File: src/rtl/clint_irq_gen.sv
// CLINT-style machine interrupt source: mtime/mtimecmp timer, MSIP bit,
// and a two-flop synchronizer for the external interrupt pin.
module clint_irq_gen #(
    parameter int PRESCALE = 1,
    parameter int ADDR_W   = 5
) (
    input  logic              clk_in,
    input  logic              rst_n_in,
    input  logic [ADDR_W-1:0] addr_in,
    input  logic              wr_en_in,
    input  logic              rd_en_in,
    input  logic [31:0]       wdata_in,
    output logic [31:0]       rdata_out,
    input  logic              ext_irq_in,
    output logic              e_irq_out,
    output logic              t_irq_out,
    output logic              s_irq_out
);

    localparam int WW = ADDR_W - 2;
    localparam logic [WW-1:0] A_MSIP    = WW'(0);
    localparam logic [WW-1:0] A_CMP_LO  = WW'(1);
    localparam logic [WW-1:0] A_CMP_HI  = WW'(2);
    localparam logic [WW-1:0] A_TIME_LO = WW'(3);
    localparam logic [WW-1:0] A_TIME_HI = WW'(4);
    localparam logic [15:0]   PS_LAST   = 16'(PRESCALE - 1);

    logic [WW-1:0] word;
    logic          addr_unused;
    logic [15:0]   psc;
    logic          tick;
    logic [63:0]   mtime;
    logic [63:0]   mtimecmp;
    logic          msip;
    logic [1:0]    sync_q;
    logic [31:0]   rd_mux;
    logic          wr_tlo;
    logic          wr_thi;

    assign word        = addr_in[ADDR_W-1:2];
    assign addr_unused = ^addr_in[1:0];
    assign tick        = (psc == PS_LAST);
    assign wr_tlo      = wr_en_in && (word == A_TIME_LO);
    assign wr_thi      = wr_en_in && (word == A_TIME_HI);

    // A TIME write restarts the prescale period and suppresses that cycle's tick.
    always_ff @(posedge clk_in or negedge rst_n_in) begin
        if (!rst_n_in) begin
            psc   <= '0;
            mtime <= '0;
        end else begin
            if (wr_tlo || wr_thi || tick) begin
                psc <= '0;
            end else begin
                psc <= psc + 16'd1;
            end
            if (wr_tlo) begin
                mtime[31:0] <= wdata_in;
            end else if (wr_thi) begin
                mtime[63:32] <= wdata_in;
            end else if (tick) begin
                mtime <= mtime + 64'd1;
            end
        end
    end

    always_ff @(posedge clk_in or negedge rst_n_in) begin
        if (!rst_n_in) begin
            mtimecmp <= '1;
            msip     <= 1'b0;
        end else if (wr_en_in) begin
            if (word == A_CMP_LO) begin
                mtimecmp[31:0] <= wdata_in;
            end
            if (word == A_CMP_HI) begin
                mtimecmp[63:32] <= wdata_in;
            end
            if (word == A_MSIP) begin
                msip <= wdata_in[0];
            end
        end
    end

    always_comb begin
        rd_mux = '0;
        case (word)
            A_MSIP:    rd_mux = {31'd0, msip};
            A_CMP_LO:  rd_mux = mtimecmp[31:0];
            A_CMP_HI:  rd_mux = mtimecmp[63:32];
            A_TIME_LO: rd_mux = mtime[31:0];
            A_TIME_HI: rd_mux = mtime[63:32];
            default:   rd_mux = '0;
        endcase
    end

    always_ff @(posedge clk_in or negedge rst_n_in) begin
        if (!rst_n_in) begin
            rdata_out <= '0;
            t_irq_out <= 1'b0;
            sync_q    <= '0;
        end else begin
            if (rd_en_in) begin
                rdata_out <= rd_mux;
            end
            t_irq_out <= (mtime >= mtimecmp);
            sync_q    <= {sync_q[0], ext_irq_in};
        end
    end

    assign e_irq_out = sync_q[1];
    assign s_irq_out = msip;

endmodule

File: config.mk
export PLATFORM = sky130hd
export DESIGN_NAME = clint_irq_gen
export DESIGN_NICKNAME = d
export VERILOG_FILES = /design/src/rtl/clint_irq_gen.sv
export SDC_FILE = /design/constraint.sdc
export NUM_CORES = 1
export LEC_CHECK = 0
export CAP_MARGIN = 10
export CELL_PAD_IN_SITES_DETAIL_PLACEMENT = 1
export CELL_PAD_IN_SITES_GLOBAL_PLACEMENT = 1
export CORE_ASPECT_RATIO = 1.5
export CORE_MARGIN = 2
export CORE_UTILIZATION = 40
export DETAILED_ROUTE_END_ITERATION = 16
export DONT_BUFFER_PORTS = 1
export PLACE_DENSITY = 0.78
export SYNTH_ARGS = -nofsm -noshare
export SYNTH_HDL_FRONTEND = slang
export SYNTH_SLANG_ARGS = --single-unit
export TNS_END_PERCENT = 20
File: constraint.sdc
create_clock -name clk_in -period 5.75 [get_ports clk_in]
set_clock_uncertainty 0.2 [all_clocks]
set_input_delay 0.8625 -clock clk_in [delete_from_list [all_inputs] [get_ports clk_in]]
set_output_delay 0.8625 -clock clk_in [all_outputs]
set_load 0.05 [all_outputs]
==> summary.txt <==
CP startpoint kind = flip-flop
Placer congestion estimate = 0.9056
Synth cell types = 66
Synth Register Bits = 180
Routed WL = 37870 um
Clock transition at path regs = 0.08 ns
Pleak = 0.004816 uW
GR Overflow Total = 0
WL/cell = 24.53 um
Simple-gate area share of the yosys netlist = 19.00%
RSZ-0062 raised after global routing = false
Vias in the first global route = 10380
Tmin final = 3.353 ns
Slew Limit Fails = 0
IO Count = 77
Initial antenna violation count = 0
Chip height = 205.3 um
Commonest non-fill, non-tap cell in the layout = nand2_1
Root buffer cell = clkbuf_16
Sink Count = 180
Period utilization = 58.31%
TritonRoute pass-1 iters = 5
Critical Setup Path Class = reg -> reg
Syn Inst Count = 1235
Core Box Area = 0.02658 mm^2
Hold_ws = 0.04574 ns
# DRC = 0
Area after DPL = 0.01108 mm^2
Final setup violation count = 0
Port Buf Inserts = 0
Compound-cell area share of the yosys netlist = 23.02%
Via count = 9935
Largest net degree at the start of global routing = 117
CP max FO = 9
Worst Tran Pin Value = 1.167 ns
Num CTS Buffers = 17
Clk_lat worst skew = 0.48 ns
Yosys warns = 0
Post-CTS Resized = 0
Hold Buf Count CTS = 1
Worst IR Drop VDD = 0.2415 mV
Row cnt = 73
Vias per cell = 6.435
CTS max path bufs = 2
Number of max-cap violations = 0
Most frequent cells in the layout = 135 x nand2_1, 116 x dfrtp_1, 103 x inv_1
Iter 0 DRT Violations = 553
Largest family of logic cells by synthesized area = compound AO/OA/AOI/OAI gates
Synth Cell Area = 0.01081 mm^2
Setup bufs post-CTS = 0
Routed Antenna Nets = 0
Layout cells sized above 1 = 10.69%
Crit. End Element = flip-flop
CTS tree = done
Hold Crit Class = in -> async
Main synth FF type = dfrtp_1
Worst EP required = 5.96 ns
Die width = 138.2 um
Slew HR = 22.19%
Xor and xnor fraction of the mapped netlist area = 1.135%
Mux cell area share after synthesis = 0.3937%
Post-route cell area = 0.01171 mm^2
Sequential fraction of the synthesis area = 42.42%
H-tree depth = 4
EDFF count, synth = 0
Ys async rst share = 100.0%
Setup tns final = 0 ns
Syn_area_per_cell = 8.750 um^2
Fin nets = 1303
Fmax = 298.3 MHz
# diodes = 0
Tot GR Track Use = 27.07%
Initial Utilization = 40.66%
First-pass GRT wire length = 59430 um
Area of the die = 0.02837 mm^2
Synth-to-layout area growth = 8.371%
Hold Vio Cnt, Final = 0
Dpl hpwl = 26240 um
Post-Syn Nets = 1344
Post-Synth Adder-Cell Area = 7.757%
PwrDens = 370.4 mW/mm^2
Status = completed
Critical path arrival = 3.56 ns
[final timing paths]
kind	end	slack, ns	startpoint	cells past startpoint
max in group asynchronous	rdata_out[7]	4.66	rst_n_in	1
worst max register to register	mtime[58]	2.40	mtime[0]	7
worst min-delay path	mtimecmp[56]	0.05	rst_n_in	0
worst min register to register	sync_q[1]	0.15	sync_q[0]	0
worst max-delay path	mtime[58]	2.40	mtime[0]	7
min in group clk_in	sync_q[1]	0.15	sync_q[0]	0
[cells by family after synthesis]
| logic type | count (synthesis) |
|---|---|
| and+or+nand+nor | 405 |
| AOI/OAI and AO/OA | 386 |
| DFF | 180 |
| buffers and inverters | 179 |
| adders and majority gates | 67 |
| xor gates and xnor gates | 14 |
| muxes | 4 |
[through the flow]
stage               worst slack, ns  total power [uW]  util, %  std cells
floorplan                     2.973              2673        -       1235
global placement              2.058              2991    41.69       1511
detailed placement            2.047              3064    41.69       1511
CTS                           2.503              4345    44.06       1544
global route                  2.298              4584    44.06       1544
finish                        2.397              4338    44.06       1544
[state kept, by name, indices dropped and copies added (netlist names)]
name,cells
mtime,64
mtimecmp,64
rdata_out,32
psc,16
sync_q,2
s_irq_out,1
t_irq_out,1
[critical path: stages (launching register included)]
cell     delay [ns]
dfrtp_1        0.48
ha_1           0.25
nand3_1        0.18
nor4_2         0.73
and4_1         0.61
nand4_1        0.27
or4_1          0.46
nand3_1        0.10
[metal layers]
metal | wire length [um] | global-route usage [%]
met5 | 0 | 0
met4 | 1615 | 13.37
met3 | 1894 | 5.725
met2 | 19700 | 49.31
met1 | 14660 | 29.88
[synth_stat cells, types with 38 or more instances]
cell / count / area [um^2]
dfstp_2: 64 / 1682
a21oi_1: 80 / 400.4
nand3_1: 65 / 325.3
nand4_1: 38 / 237.7
clkbuf_1: 68 / 255.2
o22ai_1: 45 / 281.5
o21ai_0: 95 / 475.5
dfrtp_1: 116 / 2903
inv_1: 103 / 386.6
nor2_1: 68 / 255.2
nand2_1: 136 / 510.5
ha_1: 67 / 838.3
[power breakdown]
group,internal [uW],leakage (uW),switching (uW),total [uW]
Combinational,434,0.00243,614,1050
Clock,697,0.000280,557,1250
Sequential,1580,0.00211,461,2040
Total,2710,0.00482,1630,4340
[layout make-up]
| cell class | instances | area, um^2 |
|---|---|---|
| Inverter | 103 | 386.6 |
| Clock inverter | 11 | 151.4 |
| Multi-Input combinational cell | 876 | 5577 |
| Fill cell | 3104 | 14870 |
| Sequential cell | 180 | 4584 |
| Tap cell | 337 | 421.7 |
| Timing Repair Buffer | 16 | 140.1 |
| Clock buffer | 21 | 450.4 |
No activity file was read; power rests on OpenSTA's default activity.
